$ cat src/rtl/ttm4_ctrl_pkg.sv
// Shared state encoding for the TTM4 run/halt/step sequencer.
// Latency: n/a (definitions only).
// Backpressure: n/a.
package ttm4_ctrl_pkg;

    localparam int STATE_W = 3;

    typedef enum logic [STATE_W-1:0] {
        S_RESET = 3'd0,
        S_HALT  = 3'd1,
        S_RUN   = 3'd2,
        S_STEP  = 3'd3,
        S_BRK   = 3'd4
    } state_t;

endpackage

$ cat src/rtl/ttm4_ce_prescaler.sv
// Run-mode prescaler: counts 0..DIV-1 while enabled and flags the terminal count.
// Latency: tc is combinational from the registered count.
// Backpressure: none; clr wins over en.
module ttm4_ce_prescaler #(
    parameter int DIV_W = 24,
    parameter int DIV   = 1
) (
    input  logic clk,
    input  logic rst,
    input  logic clr,
    input  logic en,
    output logic tc
);

    localparam logic [DIV_W-1:0] LAST = DIV_W'(DIV - 1);

    logic [DIV_W-1:0] cnt;

    assign tc = en && (cnt == LAST);

    always_ff @(posedge clk or posedge rst) begin
        if (rst) begin
            cnt <= '0;
        end else if (clr) begin
            cnt <= '0;
        end else if (en) begin
            cnt <= tc ? '0 : cnt + 1'b1;
        end
    end

endmodule

$ cat src/rtl/ttm4_run_ctrl.sv
// Run/halt/single-step sequencer for the TTM4 core; optional PC breakpoint under TTM4_BREAKPOINT_EN.
// Latency: all outputs registered; a request is reflected one cycle after it is sampled.
// Backpressure: none; simultaneous requests resolve SRST > HALT > STEP > RUN, the rest are dropped.
module ttm4_run_ctrl
    import ttm4_ctrl_pkg::*;
#(
    parameter int PC_W       = 8,
    parameter int DIV_W      = 24,
    parameter int DIV        = 1,
    parameter int CNT_W      = 16,
    parameter int RST_CYCLES = 4
) (
    input  logic               CLK,
    input  logic               RST,
    input  logic               RUN_REQ,
    input  logic               HALT_REQ,
    input  logic               STEP_REQ,
    input  logic               SRST_REQ,
    input  logic [PC_W-1:0]    PC,
    input  logic [PC_W-1:0]    BRK_ADDR,
    input  logic               BRK_VALID,
    output logic               CPU_CE,
    output logic               CPU_RST,
    output logic               HALTED,
    output logic               BRK_HIT,
    output logic [STATE_W-1:0] STATE,
    output logic [CNT_W-1:0]   ICOUNT
);

    localparam int RCW = $clog2(RST_CYCLES) + 1;

    state_t           state, nextState;
    logic [RCW-1:0]   rstCnt;
    logic             srst, haltQ, stepQ, runQ;
    logic             tc, presClr, runCe, ceNext, brkMatch;

    assign srst  = SRST_REQ;
    assign haltQ = !srst && HALT_REQ;
    assign stepQ = !srst && !HALT_REQ && STEP_REQ;
    assign runQ  = !srst && !HALT_REQ && !STEP_REQ && RUN_REQ;

`ifdef TTM4_BREAKPOINT_EN
    logic skip;

    // The skip flag lets the resumed run execute the instruction it stopped on.
    assign brkMatch = BRK_VALID && (PC == BRK_ADDR) && !skip;

    always_ff @(posedge CLK or posedge RST) begin
        if (RST) begin
            skip <= 1'b0;
        end else if (srst) begin
            skip <= 1'b0;
        end else if (state == S_BRK && nextState == S_RUN) begin
            skip <= 1'b1;
        end else if (runCe || (state == S_HALT && nextState == S_RUN)) begin
            skip <= 1'b0;
        end
    end
`else
    logic unusedBrk;
    assign unusedBrk = ^{PC, BRK_ADDR, BRK_VALID};
    assign brkMatch  = 1'b0;
`endif

    ttm4_ce_prescaler #(
        .DIV_W (DIV_W),
        .DIV   (DIV)
    ) u_prescaler (
        .clk (CLK),
        .rst (RST),
        .clr (presClr),
        .en  (state == S_RUN),
        .tc  (tc)
    );

    always_comb begin
        nextState = state;
        runCe     = 1'b0;
        presClr   = 1'b0;
        case (state)
            S_RESET: if (rstCnt == RCW'(RST_CYCLES - 1)) nextState = S_HALT;
            S_HALT, S_BRK: begin
                if (stepQ) begin
                    nextState = S_STEP;
                end else if (runQ) begin
                    nextState = S_RUN;
                    presClr   = 1'b1;
                end
            end
            S_STEP: nextState = S_HALT;
            S_RUN: begin
                if (haltQ) begin
                    nextState = S_HALT;
                end else if (tc) begin
                    if (brkMatch) nextState = S_BRK;
                    else          runCe     = 1'b1;
                end
            end
            default: nextState = S_RESET;
        endcase
        if (srst) begin
            nextState = S_RESET;
            runCe     = 1'b0;
            presClr   = 1'b1;
        end
    end

    assign ceNext = runCe || (nextState == S_STEP);
    assign STATE  = state;

    always_ff @(posedge CLK or posedge RST) begin
        if (RST) begin
            state   <= S_RESET;
            rstCnt  <= '0;
            CPU_RST <= 1'b1;
            CPU_CE  <= 1'b0;
            HALTED  <= 1'b0;
            BRK_HIT <= 1'b0;
            ICOUNT  <= '0;
        end else begin
            state   <= nextState;
            rstCnt  <= (state == S_RESET && nextState == S_RESET && !srst) ? rstCnt + 1'b1 : '0;
            CPU_RST <= (nextState == S_RESET);
            CPU_CE  <= ceNext;
            HALTED  <= (nextState == S_HALT) || (nextState == S_BRK);
`ifdef TTM4_BREAKPOINT_EN
            BRK_HIT <= (nextState == S_BRK);
`else
            BRK_HIT <= 1'b0;
`endif
            if (srst) begin
                ICOUNT <= '0;
            end else if (ceNext && ICOUNT != '1) begin
                ICOUNT <= ICOUNT + 1'b1;
            end
        end
    end

endmodule

$ cat config.mk
export PLATFORM = sky130hd
export DESIGN_NAME = ttm4_run_ctrl
export DESIGN_NICKNAME = d
export VERILOG_FILES = /design/src/rtl/ttm4_ctrl_pkg.sv /design/src/rtl/ttm4_ce_prescaler.sv /design/src/rtl/ttm4_run_ctrl.sv
export SDC_FILE = /design/constraint.sdc
export NUM_CORES = 1
export LEC_CHECK = 0
export BUFFER_PORTS_ARGS = -buffer_cell sky130_fd_sc_hd__clkbuf_2
export CAP_MARGIN = 15
export CORE_MARGIN = 2
export CORE_UTILIZATION = 50
export CTS_CLUSTER_DIAMETER = 60
export CTS_CLUSTER_SIZE = 40
export DETAILED_ROUTE_END_ITERATION = 10
export PLACE_DENSITY = 0.71
export SKIP_CTS_REPAIR_TIMING = 1
export SLEW_MARGIN = 25
export SYNTH_ARGS = -nofsm -noshare
export SYNTH_HDL_FRONTEND = slang
export SYNTH_SLANG_ARGS = --single-unit
$ cat constraint.sdc
create_clock -name CLK -period 2.4 [get_ports CLK]
set_input_delay 0.12 -clock CLK [delete_from_list [all_inputs] [get_ports CLK]]
set_output_delay 0.12 -clock CLK [all_outputs]
set_load 0.005 [all_outputs]
==> flow_summary.json <==
{
  "path_class": "reg2reg",
  "avgSynthCellArea_um2": 9.384,
  "grt_max_degree": 36,
  "cp-start-kind": "register",
  "die_w_um": 77.27,
  "fin_crit_ps": 2486,
  "cts_buffer_depth": 2,
  "final_nets": 368,
  "drc": 0,
  "synth-seq-cells": 49,
  "detail_route.wl_per_cell_um": 15.76,
  "min_path_cells": 2,
  "tritoncts": "built",
  "max_cap_viol_count": 0,
  "finalSetupViolations": 8,
  "hp-class": "in2reg",
  "grt_first_pass_wirelength_um": 10520,
  "ant_nets": 0,
  "ys_seq_area_share_pct": 45.73,
  "core_um2": 5140,
  "slew_viol_final": 0,
  "fmax_mhz": 402.2,
  "fin_util_pct": 64.36,
  "p_leak_nw": 1.455,
  "area_growth_syn_to_layout_pct": 23.26,
  "power_density_nw_per_um2": 435.7,
  "critPathArrivalTime_ps": 2730,
  "synth_cells": 286,
  "die_height_um": 77.27,
  "synthSimpleGateAreaFrac_pct": 28.76,
  "antenna_found_initial": 0,
  "r2r_slack_ps": -90,
  "die_area_um2": 5970,
  "wl_um": 6478,
  "syn_nets": 314,
  "syn_area_um2": 2684,
  "synth_fa_ha_area_share_pct": 2.331,
  "final_cells": 411,
  "port_buffers": 27,
  "ys_warn_count": 0,
  "cp-end-kind": "register",
  "cts_root_buf": "clkbuf_8",
  "violations": "negative setup slack",
  "gp_congestion": 0.8158,
  "seqCellArea_um2": 1227,
  "drive_above_1_share_pct": 26.10,
  "skew_ps": 7.790,
  "design_area_um2": 3308,
  "drt-pass1-iter-count": 5,
  "track_usage_pct": 21.82,
  "r2r_end": "ICOUNT[4]",
  "clkSinkCount": 49,
  "via_per_inst": 5.895,
  "synth_xor_xnor_area_share_pct": 7.179,
  "placed_cells": 399,
  "ios": 46,
  "synth_cell_types": 49,
  "first_iter_violations": 257,
  "synth_edf_count": 0,
  "r2r-start": "rstCnt[0]",
  "initial_core_util_pct": 52.22,
  "clk_pin_slew_ps": 90,
  "ff2ff_path_depth": 10,
  "async_flop_share_pct": 100.0,
  "h-tree-depth": 2,
  "grt_pass1_vias": 2240,
  "synth_compound_area_share_pct": 11.42,
  "outcome": "finished, violations left",
  "required_ps": 2650,
  "ir_drop_v": 0.0002718,
  "fillers": 457,
  "fin_ws_ps": -86.07,
  "synth_top_family_by_area": "simple AND/OR/NAND/NOR gates",
  "synthMuxAreaShare_pct": 1.166,
  "worstSkewPairLatency_ps": 310,
  "crit_fanout": 7,
  "grt_overflow": 0,
  "vias": 2423,
  "cts-buffers-inserted": 5,
  "multi_input_area_um2": 1488,
  "final-hold-violation-count": 0,
  "hold_start": "SRST_REQ",
  "place_area_um2": 3074,
  "rows": 26,
  "ys.flop_type": "dfrtp_1",
  "fin_crit_sh_pct": 103.6,
  "hold_end": "ICOUNT[11]",
  "rsz0062_at_grt": "true",
  "setup.worst_path.start": "rstCnt[0]",
  "hpwl_um": 4357,
  "antenna_cells": 0
}
==> worst max-delay path by stage <==
stage	slack, ps	to	depth (start not counted)
global placement	-40	ICOUNT[5]	8
CTS	-120	ICOUNT[5]	8
detailed placement	-100	ICOUNT[5]	8
finish	-90	ICOUNT[4]	10
floorplan	-5	ICOUNT[5]	8
global route	-160	ICOUNT[4]	10
==> synthesized netlist by cell type, types with 2 or more instances <==
| master | n | area (um2) |
|---|---|---|
| a211o_1 | 3 | 26.28 |
| a21oi_1 | 5 | 25.02 |
| a221o_1 | 6 | 60.06 |
| a41o_1 | 2 | 20.02 |
| and2_1 | 7 | 43.79 |
| and3_1 | 4 | 25.02 |
| and4_1 | 4 | 35.03 |
| clkbuf_1 | 8 | 30.03 |
| dfrtp_1 | 48 | 1201 |
| ha_1 | 5 | 62.56 |
| inv_1 | 12 | 45.04 |
| mux2i_1 | 2 | 20.02 |
| nand2_1 | 25 | 93.84 |
| nand3_1 | 13 | 65.06 |
| nand4_1 | 13 | 81.33 |
| nor2_1 | 34 | 127.6 |
| nor2b_1 | 2 | 12.51 |
| nor3_1 | 15 | 75.07 |
| nor3b_1 | 3 | 22.52 |
| nor4_1 | 9 | 56.30 |
| nor4b_1 | 2 | 17.52 |
| o2111ai_1 | 2 | 17.52 |
| o211ai_1 | 3 | 22.52 |
| o21ai_0 | 6 | 30.03 |
| o41ai_1 | 2 | 17.52 |
| or3_1 | 4 | 25.02 |
| or3b_2 | 3 | 26.28 |
| or4_1 | 3 | 22.52 |
| xnor2_1 | 6 | 52.55 |
| xor2_1 | 16 | 140.1 |
==> registers in the layout (all words and copies together), names as in the netlist <==
register and flops:
CPU_RST 1, ICOUNT 16, STATE 3, u_prescaler.cnt 24
HALTED 1, rstCnt 3, CPU_CE 1
==> area by class of cell <==
cell class	instances	area share, %
clock buffers	5	2.080
clock inverters	3	0.5295
inverters	12	1.362
multi-input cells	215	44.97
flip-flops and latches	49	37.10
well taps	70	2.648
repair buffers	57	11.31
==> layer usage <==
| layer | GRT usage [%] | vias to the layer above | part of all wire (%) |
|---|---|---|---|
| met3 | 4.471 | 9 | 4.2 |
| met5 | 0 | - | 0 |
| met1 | 31.30 | 1188 | 48 |
| li1 | - | 1156 | - |
| met4 | 7.500 | 0 | 1.4 |
| met2 | 32.87 | 70 | 46 |
==> cells in the final DEF, fill, tap and decap left out, drive strengths merged, types with 5 or more instances in the layout <==
master / instances
dfrtp: 48
nor2: 34
clkbuf: 32
buf: 29
nand2: 25
xor2: 16
nor3: 15
nand4: 13
nand3: 13
inv: 12
nor4: 9
and2: 7
xnor2: 6
o21ai: 6
a221o: 6
a21oi: 6
or3: 5
ha: 5
==> worst max-delay path, cell delays in order, from the launching register on <==
cell	delay, ps
dfrtp_1	370
ha_2	200
ha_4	110
or3b_4	350
a211o_1	310
o31a_1	150
o32a_4	250
buf_8	150
buf_6	130
nor4_4	260
a221o_1	140
==> stage by stage <==
| stage | power [mW] | hold WS (ps) | TNS [ps] | setup WS (ps) |
|---|---|---|---|---|
| floorplan | 0.9197 | 351.4 | -4.702 | -4.702 |
| global placement | 0.9558 | 75.38 | -52.42 | -37.43 |
| detailed placement | 0.9601 | 78.18 | -467.5 | -95.95 |
| CTS | 1.443 | -257.2 | -814.0 | -117.3 |
| global route | 1.509 | 78.46 | -1203 | -158.5 |
| finish | 1.441 | 75.81 | -151.3 | -86.07 |
==> kinds of logic after synthesis <==
family	count (synthesis)
AO/OA/AOI/OAI	39
XOR/XNOR	22
adder cells (fa/ha/maj)	5
buffers and inverters	22
flip-flops	49
multiplexers	3
other	1
AND/OR/NAND/NOR	145
==> power breakdown <==
group | switching, mW | internal, mW | leakage [nW] | total, mW
sequential | 0.00732 | 0.838 | 0.679 | 0.845
clock | 0.286 | 0.202 | 0.0439 | 0.488
combinational | 0.0649 | 0.0429 | 0.732 | 0.108
total | 0.359 | 1.08 | 1.46 | 1.44
Power figures use the tool's default switching activity.
